**src/rtl/timeout_event_monitor.sv**
```systemverilog
// rtl/timeout_event_monitor.sv - timestamped timeout-edge event recorder with FIFO drain port
// Rising edges of timeout are recorded as {dn_up, cntout, ts} in a first-word fall-through FIFO.
module timeout_event_monitor #(
  parameter int DEPTH = 4,
  parameter int TS_W  = 8
) (
  input  logic                       clk,
  input  logic                       n_reset,
  input  logic                       timeout,
  input  logic [3:0]                 cntout,
  input  logic                       dn_up,
  input  logic                       clr,
  input  logic                       ev_ready,
  output logic                       ev_valid,
  output logic [TS_W+4:0]            ev_data,
  output logic [$clog2(DEPTH):0]     ev_level,
  output logic [7:0]                 ev_count,
  output logic                       overflow
);

  localparam int AW = $clog2(DEPTH);
  localparam int RW = TS_W + 5;
  localparam logic [AW:0] FULL_LEVEL = (AW+1)'(DEPTH);

  logic [TS_W-1:0] ts;
  logic            timeout_q;
  logic [RW-1:0]   mem [DEPTH];
  logic [AW-1:0]   wr_ptr;
  logic [AW-1:0]   rd_ptr;

  logic            ev_det;
  logic            pop;
  logic            push;
  logic            drop;
  logic [RW-1:0]   new_rec;
  logic [AW-1:0]   rd_nxt;
  logic [AW:0]     level_nxt;
  logic [RW-1:0]   head_nxt;

  assign ev_valid = (ev_level != '0);

  always_comb begin
    ev_det    = timeout & ~timeout_q;
    pop       = ev_valid & ev_ready;
    push      = ev_det & ((ev_level != FULL_LEVEL) | pop);
    drop      = ev_det & (ev_level == FULL_LEVEL) & ~pop;
    new_rec   = {dn_up, cntout, ts};
    rd_nxt    = rd_ptr + AW'(pop);
    level_nxt = ev_level + (AW+1)'(push) - (AW+1)'(pop);
    // The incoming record becomes the head only when nothing older survives this edge.
    if (push && ((ev_level == '0) || ((ev_level == (AW+1)'(1)) && pop)))
      head_nxt = new_rec;
    else
      head_nxt = mem[rd_nxt];
  end

  always_ff @(posedge clk) begin
    if (push && !clr)
      mem[wr_ptr] <= new_rec;
  end

  always_ff @(posedge clk or negedge n_reset) begin
    if (!n_reset) begin
      ts        <= '0;
      timeout_q <= 1'b0;
      wr_ptr    <= '0;
      rd_ptr    <= '0;
      ev_level  <= '0;
      ev_data   <= '0;
      ev_count  <= '0;
      overflow  <= 1'b0;
    end else begin
      ts        <= ts + TS_W'(1);
      timeout_q <= timeout;
      if (clr) begin
        wr_ptr   <= '0;
        rd_ptr   <= '0;
        ev_level <= '0;
        ev_count <= '0;
        overflow <= 1'b0;
      end else begin
        if (push)
          wr_ptr <= wr_ptr + AW'(1);
        rd_ptr   <= rd_nxt;
        ev_level <= level_nxt;
        // ev_data keeps the last head once the FIFO runs empty.
        if (level_nxt != '0)
          ev_data <= head_nxt;
        if (ev_det && (ev_count != 8'hFF))
          ev_count <= ev_count + 8'd1;
        if (drop)
          overflow <= 1'b1;
      end
    end
  end

endmodule

```
**config.mk**
```make
export PLATFORM = sky130hd
export DESIGN_NAME = timeout_event_monitor
export DESIGN_NICKNAME = d
export VERILOG_FILES = /design/src/rtl/timeout_event_monitor.sv
export SDC_FILE = /design/constraint.sdc
export NUM_CORES = 1
export LEC_CHECK = 0
export CAP_MARGIN = 20
export CELL_PAD_IN_SITES_DETAIL_PLACEMENT = 0
export CELL_PAD_IN_SITES_GLOBAL_PLACEMENT = 2
export CORE_MARGIN = 2
export CORE_UTILIZATION = 25
export CTS_BUF_LIST = sky130_fd_sc_hd__clkbuf_8 sky130_fd_sc_hd__clkbuf_16
export CTS_CLUSTER_SIZE = 40
export DETAILED_ROUTE_END_ITERATION = 10
export HOLD_SLACK_MARGIN = 0.05
export PLACE_DENSITY_LB_ADDON = 0.1
export SYNTH_ARGS = -nofsm -noshare
export SYNTH_HDL_FRONTEND = slang
export SYNTH_SLANG_ARGS = --single-unit
```
**constraint.sdc**
```tcl
create_clock -name clk -period 2.8 [get_ports clk]
set_clock_uncertainty 0.1 [all_clocks]
set_input_delay 0.7 -clock clk [delete_from_list [all_inputs] [get_ports clk]]
set_output_delay 0.7 -clock clk [all_outputs]
set_load 0.005 [all_outputs]
```
==> impl_metrics.csv <==
group,metric,value,unit
die,die_y,126.3,µm
die,chipWidth,126.3,µm
worst_setup_path,slowest_stage,"or3b_1",
yosys,syn_nets,246,
yosys,syn_inst,226,
worst_setup_path,crit-reg2reg-capture,"ev_data[11]$_DFFE_PN0P_",
grt,grt_pass1_vias,2469,
worst_setup_path,slowest_delay,0.35,ns
yosys,yosysWarnings,0,
timing,rsz0062_at_grt,"true",
yosys,synth_compound_area_share,7.327,%
worst_setup_path,cp.arrival,3.16,ns
yosys,synth_cell_types,43,
routing,vias,2149,
worst_setup_path,path_buf_inv,5,
yosys,synthSimpleGateAreaFrac,8.765,%
cells_and_area,syn2layout_area_growth,36.13,%
worst_setup_path,r2r_slack,-0.22,ns
clock_network,cts_hold_buf,0,
cells_and_area,n_fill_cell,1378,
grt,grt-ovfl-total,0,
pwr,sw_frac_of_total,27.57,%
worst_setup_path,cpMostUsedCell,"inv_2",
cells_and_area,antenna_cells,0,
clock_network,tritoncts,"done",
yosys,async_flop_share,42.22,%
place,pre_cts_slack,-0.9128,ns
clock_network,clkTransAtPathRegs,0.06,ns
run,maxCapViolCount,0,
yosys,synthAdderAreaFrac,3.546,%
worst_setup_path,cp_top_family,"simple AND/OR/NAND/NOR gates",
timing,post-route-period-util,108.3,%
cells_and_area,fin_util,34.90,%
outcome,violations,"setup timing",
yosys,synth-seq-cells,90,
worst_setup_path,worstPathRequired,2.93,ns
worst_setup_path,critPathKind,"in2reg",
timing,fin_setup_tns,-2.717,ns
cells_and_area,nets,326,
place,gp_congestion,0.6873,
yosys,synth_top_area_cell,"edfxtp_1",
routing,drtAntennaViolNets,0,
yosys,yosys-top-cells-area,"edfxtp_1 (42%), dfrtp_1 (25%), mux4_2 (7.8%)",
grt,grt_pass1_wl,14070,µm
timing,finalSetupViolCount,13,
grt,grt_start_max_net_pins,20,
place,portBuffers,35,
routing,drtIter0Drc,98,
timing,setup_slack,-0.2335,ns
yosys,synthFlopType,"edfxtp_1",
worst_hold_path,hold_path_class,"in2async",
timing,fmax,329.7,MHz
routing,drc_errors,0,
yosys,synth.top_cell.area_share,41.75,%
yosys,syn_area_per_cell,16.55,µm²
clock_network,clock_path_buffers,2,
yosys,ys_seq_area_share,67.18,%
timing,maxSlewViolCount,0,
routing,drt_first_pass_iters,4,
clock_network,cts_buffers,9,
die,core_area,14590,µm²
pwr,switchingPower,0.001248,W
die,num_rows,44,
grt,grt_usage,11.76,%
worst_setup_path,rr_startpoint,"ev_level[1]$_DFF_PN0_",
timing,tightest_slew,0.5151,ns
outcome,outcome,"finished, violations left",
pwr,power.internal,0.003280,W
grt,antenna_found_initial,0,
place,placement.cell_area,4639,µm²
pwr,power_frac_clock,25.1,%
pwr,combPwrFrac,39.3,%
worst_setup_path,crit_path_end_kind,"register",
pwr,power_density,889.4,nW/µm²
routing,wl_per_cell,17.08,µm
timing,finalCriticalPeriod,3.033,ns
yosys,synth_top_family_by_area,"simple AND/OR/NAND/NOR gates",
cells_and_area,design_area,5091,µm²
place,dpl.hpwl,5553,µm
pwr,p_seq_share,35.6,%
yosys,synth_common_cells,"edfxtp_1 (52), dfrtp_1 (38), mux4_2 (13)",
clock_network,clock_latency,0.34,ns
yosys,synth-xor-area-share,2.710,%
clock_network,h-tree-depth,3,
die,start_util,25.63,%
worst_setup_path,worstSetupStartpointType,"input port",
cells_and_area,seq_area,2514,µm²
cells_and_area,final_layout_size_suffix_gt1_share,33.44,%
pwr,leakagePower,1.928,nW
yosys,synth_edf_count,52,
worst_setup_path,path_cells,"clkdlybuf4s15_2, nor4b_4, nor2_2, inv_2, ha_4, inv_2, ha_4, inv_2, fa_2, xnor3_1, a31oi_4, buf_6, or3b_1, o221a_2",
cells_and_area,multiInputGateArea,1245,µm²
clock_network,clock-root-buffer,"clkbuf_16",
pwr,irDropWorstVdd,309.5,µV
die,ios,36,
routing,routed_via_density,4.341,
yosys,syn-cell-area,3740,µm²
worst_setup_path,worst-r2r-cell-count,14,
routing,wirelength,8457,µm
timing,max_slew_margin,65.66,%
yosys,synthMostInstantiatedCell,"edfxtp_1",
die,die_area,15950,µm²
worst_setup_path,path_max_fanout,3,
yosys,synth.mux.area_fraction,8.397,%
timing,finalHoldViolCount,0,
clock_network,clkSinkCount,90,
placed cells by master (no fill, tap or decap), drive strengths merged, types with 9 or more instances in the layout:
cell type | netlist | final
clkdlybuf4s50 | 0 | 32
inv | 8 | 10
mux4 | 13 | 13
ha | 9 | 9
edfxtp | 52 | 52
dfrtp | 38 | 38
clkbuf | 3 | 10
o221a | 13 | 13
nor2 | 12 | 12
buf | 5 | 43
or2 | 11 | 11
kinds of logic after synthesis:
| family | count (synthesis) |
|---|---|
| flip-flops | 90 |
| AND/OR/NAND/NOR | 58 |
| AO/OA/AOI/OAI | 27 |
| buffers and inverters | 16 |
| multiplexers | 15 |
| XOR/XNOR | 10 |
| adder cells (fa/ha/maj) | 10 |
metal layers:
metal | track usage, % | vias up | share of wire (%)
met5 | 0 | - | 0
met1 | 15.30 | 1082 | 46
met4 | 5.818 | 0 | 2.3
met2 | 19.10 | 30 | 49
li1 | - | 1023 | -
met3 | 1.982 | 14 | 2.4
power groups by stage:
stage               clock, W  sequential (W)  combinational, W
finish               0.00114         0.00161           0.00178
global route         0.00123         0.00163           0.00194
CTS                  0.00119         0.00162           0.00177
detailed placement         0         0.00164           0.00157
global placement           0         0.00164           0.00158
floorplan                  0         0.00166          0.000847
metrics by stage:
stage / hold WS [ns] / cells / total power (W)
6_report: 0.2229 / 495 / 0.004528
5_1_grt: 0.2661 / 495 / 0.004809
4_1_cts: 0.2371 / 494 / 0.004578
3_5_place_dp: 0.4000 / 471 / 0.003215
3_3_place_gp: 0.3809 / 471 / 0.003221
2_1_floorplan: 0.3044 / 226 / 0.002505
layout make-up:
cell class / count / share of cell area [%]
Sequential cell: 90 / 49.37
Multi-Input combinational cell: 120 / 24.45
Timing Repair Buffer: 77 / 15.53
Clock buffer: 10 / 4.694
Tap cell: 184 / 4.522
Clock inverter: 6 / 0.8356
Inverter: 8 / 0.5898
repair_timing:
action	in CTS	in global routing
cloned	1	0
buffers inserted	6	1
endpoints found under the setup margin	13	13
pin swaps	6	0
gates resized for setup	26	1
registers in the layout, summed over array words and instances (netlist names):
register / flops
rd_ptr: 2
ts: 8
timeout_q: 1
mem: 52
ev_level: 3
wr_ptr: 2
overflow: 1
ev_count: 8
ev_data: 13
worst max path at each step:
stage	startpoint	end	slack [ns]	cells after the start
floorplan	ev_ready	ev_data[11]$_DFFE_PN0P_	-0.20	12
global placement	ev_ready	ev_data[11]$_DFFE_PN0P_	-0.84	14
detailed placement	ev_ready	ev_data[11]$_DFFE_PN0P_	-0.91	14
CTS	ev_level[1]$_DFF_PN0_	ev_data[11]$_DFFE_PN0P_	-0.23	14
global route	ev_level[1]$_DFF_PN0_	ev_data[10]$_DFFE_PN0P_	-0.35	15
finish	ev_ready	ev_data[11]$_DFFE_PN0P_	-0.23	14
Power figures use the tool's default switching activity.
